<file path="src/rtl/decode_pkg.sv">
// Shared constants for the fetch-side feed queue and the format decoders.
// Format indices are bit positions in the one-hot format code.
package decode_pkg;

    localparam int addressWidthDef = 64;
    localparam int instructionWidthDef = 32;
    localparam int pidSizeDef = 20;
    localparam int tidSizeDef = 16;
    localparam int instructionCounterWidthDef = 64;
    localparam int primOpcodeSizeDef = 6;
    localparam int formatWidthDef = 26;
    localparam int depthDef = 4;

    localparam int fmtA = 0;
    localparam int fmtB = 1;
    localparam int fmtD = 2;
    localparam int fmtDS = 3;
    localparam int fmtI = 5;
    localparam int fmtSC = 6;
    localparam int fmtXL = 7;
    localparam int fmtX = 8;

    localparam int opAddi = 14;
    localparam int opAddis = 15;
    localparam int opBc = 16;
    localparam int opSc = 17;
    localparam int opB = 18;
    localparam int opXl = 19;
    localparam int opX = 31;
    localparam int opDFirst = 32;
    localparam int opDLast = 55;
    localparam int opDs58 = 58;
    localparam int opFpS = 59;
    localparam int opDs62 = 62;
    localparam int opFp = 63;

endpackage

</file>
<file path="src/rtl/primary_opcode_classifier.sv">
// Maps a primary opcode to its one-hot instruction format.
// Unmapped opcodes yield a zero format and raise illegal.
module primary_opcode_classifier
    import decode_pkg::*;
#(
    parameter int PrimOpcodeSize = primOpcodeSizeDef,
    parameter int formatWidth = formatWidthDef
) (
    input  logic [PrimOpcodeSize-1:0] opcode,
    output logic [formatWidth-1:0]    instFormat,
    output logic                      illegal
);

    localparam logic [formatWidth-1:0] oneHot = formatWidth'(1);

    function automatic logic isOp(
        input logic [PrimOpcodeSize-1:0] op,
        input int                        code
    );
        return op == PrimOpcodeSize'(code);
    endfunction

    logic isDRange;

    assign isDRange = (opcode >= PrimOpcodeSize'(opDFirst))
                   && (opcode <= PrimOpcodeSize'(opDLast));

    always_comb begin
        instFormat = '0;
        illegal = 1'b0;
        unique case (1'b1)
            isOp(opcode, opFpS) || isOp(opcode, opFp):
                instFormat = oneHot << fmtA;
            isOp(opcode, opBc):
                instFormat = oneHot << fmtB;
            isOp(opcode, opAddi) || isOp(opcode, opAddis) || isDRange:
                instFormat = oneHot << fmtD;
            isOp(opcode, opDs58) || isOp(opcode, opDs62):
                instFormat = oneHot << fmtDS;
            isOp(opcode, opB):
                instFormat = oneHot << fmtI;
            isOp(opcode, opSc):
                instFormat = oneHot << fmtSC;
            isOp(opcode, opXl):
                instFormat = oneHot << fmtXL;
            isOp(opcode, opX):
                instFormat = oneHot << fmtX;
            default:
                illegal = 1'b1;
        endcase
    end

endmodule

</file>
<file path="src/rtl/decode_feed_queue.sv">
// Fetch-side FIFO feeding the format decoders with classified, ID-stamped words.
// Define DECODE_FEED_PERF_EN to add saturating issue/stall performance counters.
module decode_feed_queue
    import decode_pkg::*;
#(
    parameter int addressWidth = addressWidthDef,
    parameter int instructionWidth = instructionWidthDef,
    parameter int PidSize = pidSizeDef,
    parameter int TidSize = tidSizeDef,
    parameter int instructionCounterWidth = instructionCounterWidthDef,
    parameter int PrimOpcodeSize = primOpcodeSizeDef,
    parameter int formatWidth = formatWidthDef,
    parameter int depth = depthDef
) (
    input  logic                               clock_i,
    input  logic                               reset_i,
    input  logic                               fetchEnable_i,
    input  logic [instructionWidth-1:0]        fetchInstruction_i,
    input  logic [addressWidth-1:0]            fetchAddress_i,
    input  logic                               fetchIs64Bit_i,
    input  logic [PidSize-1:0]                 fetchPid_i,
    input  logic [TidSize-1:0]                 fetchTid_i,
    output logic                               ready_o,
    input  logic                               stall_i,
    output logic                               enable_o,
    output logic [formatWidth-1:0]             instFormat_o,
    output logic [PrimOpcodeSize-1:0]          instructionOpcode_o,
    output logic [instructionWidth-1:0]        instruction_o,
    output logic [addressWidth-1:0]            instructionAddress_o,
    output logic                               is64Bit_o,
    output logic [PidSize-1:0]                 instructionPid_o,
    output logic [TidSize-1:0]                 instructionTid_o,
    output logic [instructionCounterWidth-1:0] instructionMajId_o,
    output logic                               illegal_o
`ifdef DECODE_FEED_PERF_EN
    ,
    output logic [31:0]                        perfIssued_o,
    output logic [31:0]                        perfStallCycles_o
`endif
);

    localparam int ptrW = $clog2(depth);
    localparam int cntW = ptrW + 1;

    logic [instructionWidth-1:0] memInstr [depth];
    logic [addressWidth-1:0]     memAddr  [depth];
    logic                        memIs64  [depth];
    logic [PidSize-1:0]          memPid   [depth];
    logic [TidSize-1:0]          memTid   [depth];

    logic [ptrW-1:0]                    rdPtr;
    logic [ptrW-1:0]                    wrPtr;
    logic [cntW-1:0]                    count;
    logic [instructionCounterWidth-1:0] majId;

    logic                      push;
    logic                      pop;
    logic [PrimOpcodeSize-1:0] headOpcode;
    logic [formatWidth-1:0]    headFormat;
    logic                      headIllegal;

    assign ready_o = count < cntW'(depth);
    assign push = fetchEnable_i && ready_o;
    assign pop = !stall_i && (count != '0);
    // Primary opcode lives in the POWER big-endian bits [0:5], i.e. the MSBs.
    assign headOpcode = memInstr[rdPtr][instructionWidth-1 -: PrimOpcodeSize];

    primary_opcode_classifier #(
        .PrimOpcodeSize(PrimOpcodeSize),
        .formatWidth(formatWidth)
    ) classifier (
        .opcode(headOpcode),
        .instFormat(headFormat),
        .illegal(headIllegal)
    );

    always_ff @(posedge clock_i) begin
        if (push) begin
            memInstr[wrPtr] <= fetchInstruction_i;
            memAddr[wrPtr] <= fetchAddress_i;
            memIs64[wrPtr] <= fetchIs64Bit_i;
            memPid[wrPtr] <= fetchPid_i;
            memTid[wrPtr] <= fetchTid_i;
        end
    end

    always_ff @(posedge clock_i) begin
        if (!reset_i) begin
            rdPtr <= '0;
            wrPtr <= '0;
            count <= '0;
            majId <= '0;
        end else begin
            if (push) begin
                wrPtr <= wrPtr + 1'b1;
            end
            if (pop) begin
                rdPtr <= rdPtr + 1'b1;
                majId <= majId + 1'b1;
            end
            count <= count + cntW'(push) - cntW'(pop);
        end
    end

    always_ff @(posedge clock_i) begin
        if (!reset_i) begin
            enable_o <= 1'b0;
            instFormat_o <= '0;
            instructionOpcode_o <= '0;
            instruction_o <= '0;
            instructionAddress_o <= '0;
            is64Bit_o <= 1'b0;
            instructionPid_o <= '0;
            instructionTid_o <= '0;
            instructionMajId_o <= '0;
            illegal_o <= 1'b0;
        end else begin
            enable_o <= pop;
            if (pop) begin
                instFormat_o <= headFormat;
                instructionOpcode_o <= headOpcode;
                instruction_o <= memInstr[rdPtr];
                instructionAddress_o <= memAddr[rdPtr];
                is64Bit_o <= memIs64[rdPtr];
                instructionPid_o <= memPid[rdPtr];
                instructionTid_o <= memTid[rdPtr];
                instructionMajId_o <= majId;
                illegal_o <= headIllegal;
            end
        end
    end

`ifdef DECODE_FEED_PERF_EN
    always_ff @(posedge clock_i) begin
        if (!reset_i) begin
            perfIssued_o <= '0;
            perfStallCycles_o <= '0;
        end else begin
            if (pop && perfIssued_o != '1) begin
                perfIssued_o <= perfIssued_o + 1'b1;
            end
            if (stall_i && count != '0 && perfStallCycles_o != '1) begin
                perfStallCycles_o <= perfStallCycles_o + 1'b1;
            end
        end
    end
`endif

endmodule

</file>
<file path="config.mk">
export PLATFORM = sky130hd
export DESIGN_NAME = decode_feed_queue
export DESIGN_NICKNAME = d
export VERILOG_FILES = /design/src/rtl/decode_pkg.sv /design/src/rtl/primary_opcode_classifier.sv /design/src/rtl/decode_feed_queue.sv
export SDC_FILE = /design/constraint.sdc
export NUM_CORES = 1
export LEC_CHECK = 0
export ABC_CLOCK_PERIOD_IN_PS = 5000
export CAP_MARGIN = 20
export CORE_MARGIN = 1
export CORE_UTILIZATION = 55
export DETAILED_ROUTE_END_ITERATION = 7
export HOLD_SLACK_MARGIN = 0.1
export PLACE_DENSITY = 0.79
export SYNTH_ARGS = -nofsm -noshare
export SYNTH_HDL_FRONTEND = slang
export SYNTH_SLANG_ARGS = --single-unit
</file>
<file path="constraint.sdc">
create_clock -name clock_i -period 5 [get_ports clock_i]
set_clock_uncertainty 0.15 [all_clocks]
set_input_delay 0.5 -clock clock_i [delete_from_list [all_inputs] [get_ports clock_i]]
set_output_delay 0.5 -clock clock_i [all_outputs]
set_load 0.03 [all_outputs]
</file>
==> impl_metrics.xml <==
<?xml version="1.0" encoding="UTF-8"?>
<metrics>
  <group name="drt">
    <metric name="route.vias.total" unit="">18200</metric>
    <metric name="drcViolationCount" unit="">0</metric>
    <metric name="detail-route-antenna-nets" unit="">0</metric>
    <metric name="drt_iter0_markers" unit="">1537</metric>
    <metric name="wire_per_inst" unit="um">21.4</metric>
    <metric name="firstDrtPassIters" unit="">5</metric>
    <metric name="route.detailed.vias_per_inst" unit="">5.78</metric>
    <metric name="wl" unit="um">67400</metric>
  </group>
  <group name="power">
    <metric name="switching_power" unit="mW">5.16</metric>
    <metric name="internal-power" unit="mW">13.2</metric>
    <metric name="power.share.switching" unit="">0.281</metric>
    <metric name="pwr-share-seq" unit="">0.454</metric>
    <metric name="power.clock.fraction" unit="">0.329</metric>
    <metric name="irDropWorstVdd" unit="mV">0.428</metric>
    <metric name="leakagePower" unit="nW">11.8</metric>
    <metric name="p_comb_frac" unit="">0.216</metric>
    <metric name="tot_pwr" unit="mW">18.3</metric>
    <metric name="cellPowerDensity" unit="mW/mm2">499</metric>
  </group>
  <group name="synth">
    <metric name="synth.ff_latch_count" unit="">812</metric>
    <metric name="synthesized_area_fraction_occupied_by_xor_and_xnor_cells" unit="">0.00848</metric>
    <metric name="main_combinational_cell_family_by_area_after_synthesis" unit="">multiplexers</metric>
    <metric name="area_contributors_post_synth" unit="">sky130_fd_sc_hd__edfxtp_1 53%, sky130_fd_sc_hd__dfxtp_1 19%, sky130_fd_sc_hd__mux4_2 10%</metric>
    <metric name="yosysSeqAreaShare" unit="">0.720</metric>
    <metric name="dominant_register_cell_in_the_synthesized_netlist" unit="">sky130_fd_sc_hd__edfxtp_1</metric>
    <metric name="post_synth_and_or_nand_nor_area_fraction" unit="">0.0903</metric>
    <metric name="yosys.area.top_type_share" unit="">0.533</metric>
    <metric name="post_synth_mux_area_share" unit="">0.100</metric>
    <metric name="syn-mean-instance-area" unit="um2">14.7</metric>
    <metric name="syn_area" unit="mm2">0.0300</metric>
    <metric name="number_of_enable_flip_flop_cells_after_synthesis" unit="">532</metric>
    <metric name="netlist-cell-type-count" unit="">47</metric>
    <metric name="syn-instance-count" unit="">2040</metric>
    <metric name="ys.warnings.count" unit="">0</metric>
    <metric name="post_synthesis_compound_gate_area_fraction" unit="">0.0517</metric>
    <metric name="yosys.area_share.adder" unit="">0.00359</metric>
    <metric name="asyncSetResetFlopFracSynth" unit="">0</metric>
    <metric name="netlist.top_cell.by_area" unit="">sky130_fd_sc_hd__edfxtp_1</metric>
  </group>
  <group name="floorplanning">
    <metric name="core.rowCount" unit="">85</metric>
    <metric name="dieHeight" unit="um">235</metric>
    <metric name="fp.dieArea" unit="mm2">0.0554</metric>
    <metric name="dieWidth" unit="um">235</metric>
    <metric name="placeableCoreArea" unit="mm2">0.0538</metric>
    <metric name="start_util" unit="">0.557</metric>
    <metric name="pin_count" unit="">369</metric>
  </group>
  <group name="critical_path">
    <metric name="crit_buf_inv" unit="">2</metric>
    <metric name="max_stage_delay" unit="ns">0.80</metric>
    <metric name="crit_required" unit="ns">5.36</metric>
    <metric name="worst-path-max-fanout" unit="">144</metric>
    <metric name="startpoint_types" unit="">register</metric>
    <metric name="criticalPathCategory" unit="">reg2reg</metric>
    <metric name="end_kind" unit="">register</metric>
    <metric name="worst-r2r-setup-slack" unit="ns">1.56</metric>
    <metric name="worst_ep_arrival_time" unit="ns">3.80</metric>
    <metric name="cp_slowest_cell" unit="">sky130_fd_sc_hd__buf_4</metric>
    <metric name="crit_path_cell_trace" unit="">nor3_1 -&gt; or2_4 -&gt; buf_12 -&gt; buf_4 -&gt; nand2_1 -&gt; a21oi_1</metric>
    <metric name="critPathTopFamily" unit="">buffers and inverters</metric>
  </group>
  <group name="cts">
    <metric name="cts-htree-levels" unit="">3</metric>
    <metric name="setup_bufs_post_cts" unit="">0</metric>
    <metric name="holdBufCountCts" unit="">0</metric>
    <metric name="worstSkewPairLatency" unit="ns">0.62</metric>
    <metric name="clkSlewWorstSetupHoldPaths" unit="ns">0.06</metric>
    <metric name="tritoncts.num_buffers" unit="">80</metric>
    <metric name="tritoncts_clock_tree" unit="">yes</metric>
    <metric name="clock_tree_root" unit="">sky130_fd_sc_hd__clkbuf_16</metric>
    <metric name="cts-root-to-sink-buffers" unit="">3</metric>
    <metric name="cts.sink_count" unit="">812</metric>
    <metric name="post_cts_resize_count" unit="">0</metric>
  </group>
  <group name="global_route">
    <metric name="grt_pass1_wl" unit="um">105000</metric>
    <metric name="grt-ovfl-total" unit="">0</metric>
    <metric name="antenna_found_initial" unit="">13</metric>
    <metric name="grtUsageTotal" unit="">0.245</metric>
    <metric name="largest_net_degree_at_the_start_of_global_routing" unit="">145</metric>
    <metric name="grt_pass1_vias" unit="">18500</metric>
  </group>
  <group name="worst_hold_path">
    <metric name="worstHoldPathType" unit="">reg2reg</metric>
  </group>
  <group name="final_layout">
    <metric name="final_net_count" unit="">2519</metric>
    <metric name="post_synthesis_to_final_layout_area_growth" unit="%">22.6</metric>
    <metric name="fillers" unit="">3540</metric>
    <metric name="design_area" unit="mm2">0.0367</metric>
    <metric name="register_area" unit="mm2">0.0216</metric>
    <metric name="share_of_final_layout_standard_cells_stronger_than_drive_strength_1" unit="">0.126</metric>
    <metric name="multiInputGateArea" unit="mm2">0.00769</metric>
  </group>
  <group name="timing">
    <metric name="hold_violations" unit="">0</metric>
    <metric name="clock.fmax" unit="MHz">291</metric>
    <metric name="finalSetupViolations" unit="">0</metric>
    <metric name="slew_viol_final" unit="">0</metric>
    <metric name="final.min_clock_period" unit="ns">3.44</metric>
    <metric name="rsz0062_at_grt" unit="">false</metric>
    <metric name="final_critical_path_share_of_the_clock_period" unit="">0.688</metric>
    <metric name="slew_headroom" unit="">0.401</metric>
    <metric name="setup_total_neg_slack" unit="ns">0</metric>
    <metric name="worst_slew_pin_slew" unit="ns">0.898</metric>
  </group>
  <group name="placement">
    <metric name="placedInstanceArea" unit="mm2">0.0340</metric>
    <metric name="place.detailed.hpwl" unit="um">40800</metric>
    <metric name="place_congestion" unit="">0.836</metric>
    <metric name="numPortBuffers" unit="">350</metric>
  </group>
  <group name="outcome">
    <metric name="outcome" unit="">finished, final reports clean</metric>
  </group>
  <group name="flow_run">
    <metric name="drv_cap" unit="">0</metric>
  </group>
</metrics>
[cell usage in the layout (no fill, tap or decap), types with 8 or more instances in the layout]
master                            synthesis  final
sky130_fd_sc_hd__or3_1                    9      9
sky130_fd_sc_hd__nand2_1                420    420
sky130_fd_sc_hd__buf_4                   25     27
sky130_fd_sc_hd__nand4_1                 29     29
sky130_fd_sc_hd__conb_1                   1     18
sky130_fd_sc_hd__a21oi_1                238    238
sky130_fd_sc_hd__o21ai_0                 10     10
sky130_fd_sc_hd__o31ai_1                 26     26
sky130_fd_sc_hd__clkdlybuf4s50_1          0    350
sky130_fd_sc_hd__clkbuf_1                79     24
sky130_fd_sc_hd__edfxtp_1               532    532
sky130_fd_sc_hd__nand3_1                 29     29
sky130_fd_sc_hd__and3_1                   8      8
sky130_fd_sc_hd__xor2_1                  14     14
sky130_fd_sc_hd__nor2_1                  40     40
sky130_fd_sc_hd__or4_1                   26     26
sky130_fd_sc_hd__clkinv_2                 0     11
sky130_fd_sc_hd__and2_1                  15     11
sky130_fd_sc_hd__clkbuf_16                0     84
sky130_fd_sc_hd__dfxtp_1                280    277
sky130_fd_sc_hd__inv_1                   11     11
sky130_fd_sc_hd__clkbuf_8                 0      8
sky130_fd_sc_hd__mux4_2                 133    133
sky130_fd_sc_hd__xnor2_1                 15     15
[power by group through the flow]
stage | clock network, mW | logic [mW] | registers, mW
global route | 6.39 | 4.22 | 8.40
CTS | 6.13 | 4.00 | 8.33
floorplan | 0 | 2.14 | 8.89
finish | 6.03 | 3.96 | 8.32
detailed placement | 0 | 3.98 | 8.46
global placement | 0 | 3.92 | 8.42
[flip-flops by register name, summed over array words and instances, names as in the netlist, 2 cells and up, named ones only]
| register | cells |
|---|---|
| instructionAddress_o | 64 |
| rdPtr | 2 |
| instructionPid_o | 20 |
| instructionTid_o | 16 |
| instFormat_o | 8 |
| instruction_o | 26 |
| memIs64 | 4 |
| count | 3 |
| memInstr | 128 |
| wrPtr | 2 |
| majId | 64 |
| memPid | 80 |
| instructionOpcode_o | 6 |
| memAddr | 256 |
| instructionMajId_o | 64 |
| memTid | 64 |
[layer usage]
metal | GRT usage | vias to the layer above | part of all wire
li1 | - | 8221 | -
met1 | 0.308 | 9180 | 0.39
met2 | 0.412 | 649 | 0.50
met3 | 0.0687 | 101 | 0.081
met4 | 0.0802 | 18 | 0.021
met5 | 0 | - | 0.0018
[path summary, 6_finish.rpt]
| path | endpoint | startpoint | cells past startpoint |
|---|---|---|---|
| max | instructionAddress_o[0] | count[2] | 6 |
| min | instructionAddress_o[2] | instructionAddress_o[2] | 2 |
| max reg2reg | instructionAddress_o[0] | count[2] | 6 |
| min reg2reg | instructionAddress_o[2] | instructionAddress_o[2] | 2 |
[cells in the mapped netlist (all sizes together) (2+ instances only)]
library cell,count
edfxtp,532
nand2,421
dfxtp,280
a21oi,238
mux4,133
clkbuf,79
buf,67
nor2,40
nand4,31
nand3,29
o31ai,26
or4,26
and2,15
xnor2,15
xor2,14
inv,12
o21ai,10
and3,9
or3,9
nor4,8
ha,7
o21a,7
and4,6
nor3,5
o31a,4
nor2b,3
or2,3
a22oi,2
[area by class of cell]
cell class / count / share of cell area
inverter: 13 / 0.00167
timing repair buffer: 383 / 0.104
clock inverter: 32 / 0.00988
multi-input combinational: 1084 / 0.209
clock buffer: 116 / 0.0627
tap: 696 / 0.0237
sequential: 812 / 0.588
antenna: 6 / 0.000409
[worst reg2reg max path: cells and delay by family (launching register included)]
family,cells,cell delay (ns)
buffers and inverters,2,1.41
AND/OR/NAND/NOR,3,1.24
AO/OA/AOI/OAI,1,0.22
flip-flops,1,0.32
[stage by stage]
| step | setup WS (ns) | util | hold slack (ns) | cells |
|---|---|---|---|---|
| 2_1_floorplan | 0.411 | - | 0.295 | 2057 |
| 3_3_place_gp | 1.75 | 0.633 | 0.291 | 2988 |
| 3_5_place_dp | 1.70 | 0.633 | 0.297 | 2988 |
| 4_1_cts | 1.63 | 0.682 | 0.305 | 3136 |
| 5_1_grt | 1.35 | 0.682 | 0.321 | 3137 |
| 6_report | 1.56 | 0.682 | 0.301 | 3142 |
[kinds of logic (layout without fill, tap and decap cells)]
kind of cell             Yosys count  count (layout)
AO/OA/AOI/OAI                    288             288
XOR/XNOR                          29              29
adder cells (fa/ha/maj)            8               8
buffers and inverters            161             544
flip-flops                       812             812
multiplexers                     133             133
other                              1              24
AND/OR/NAND/NOR                  608             608
(Power assumes the default switching activity.)
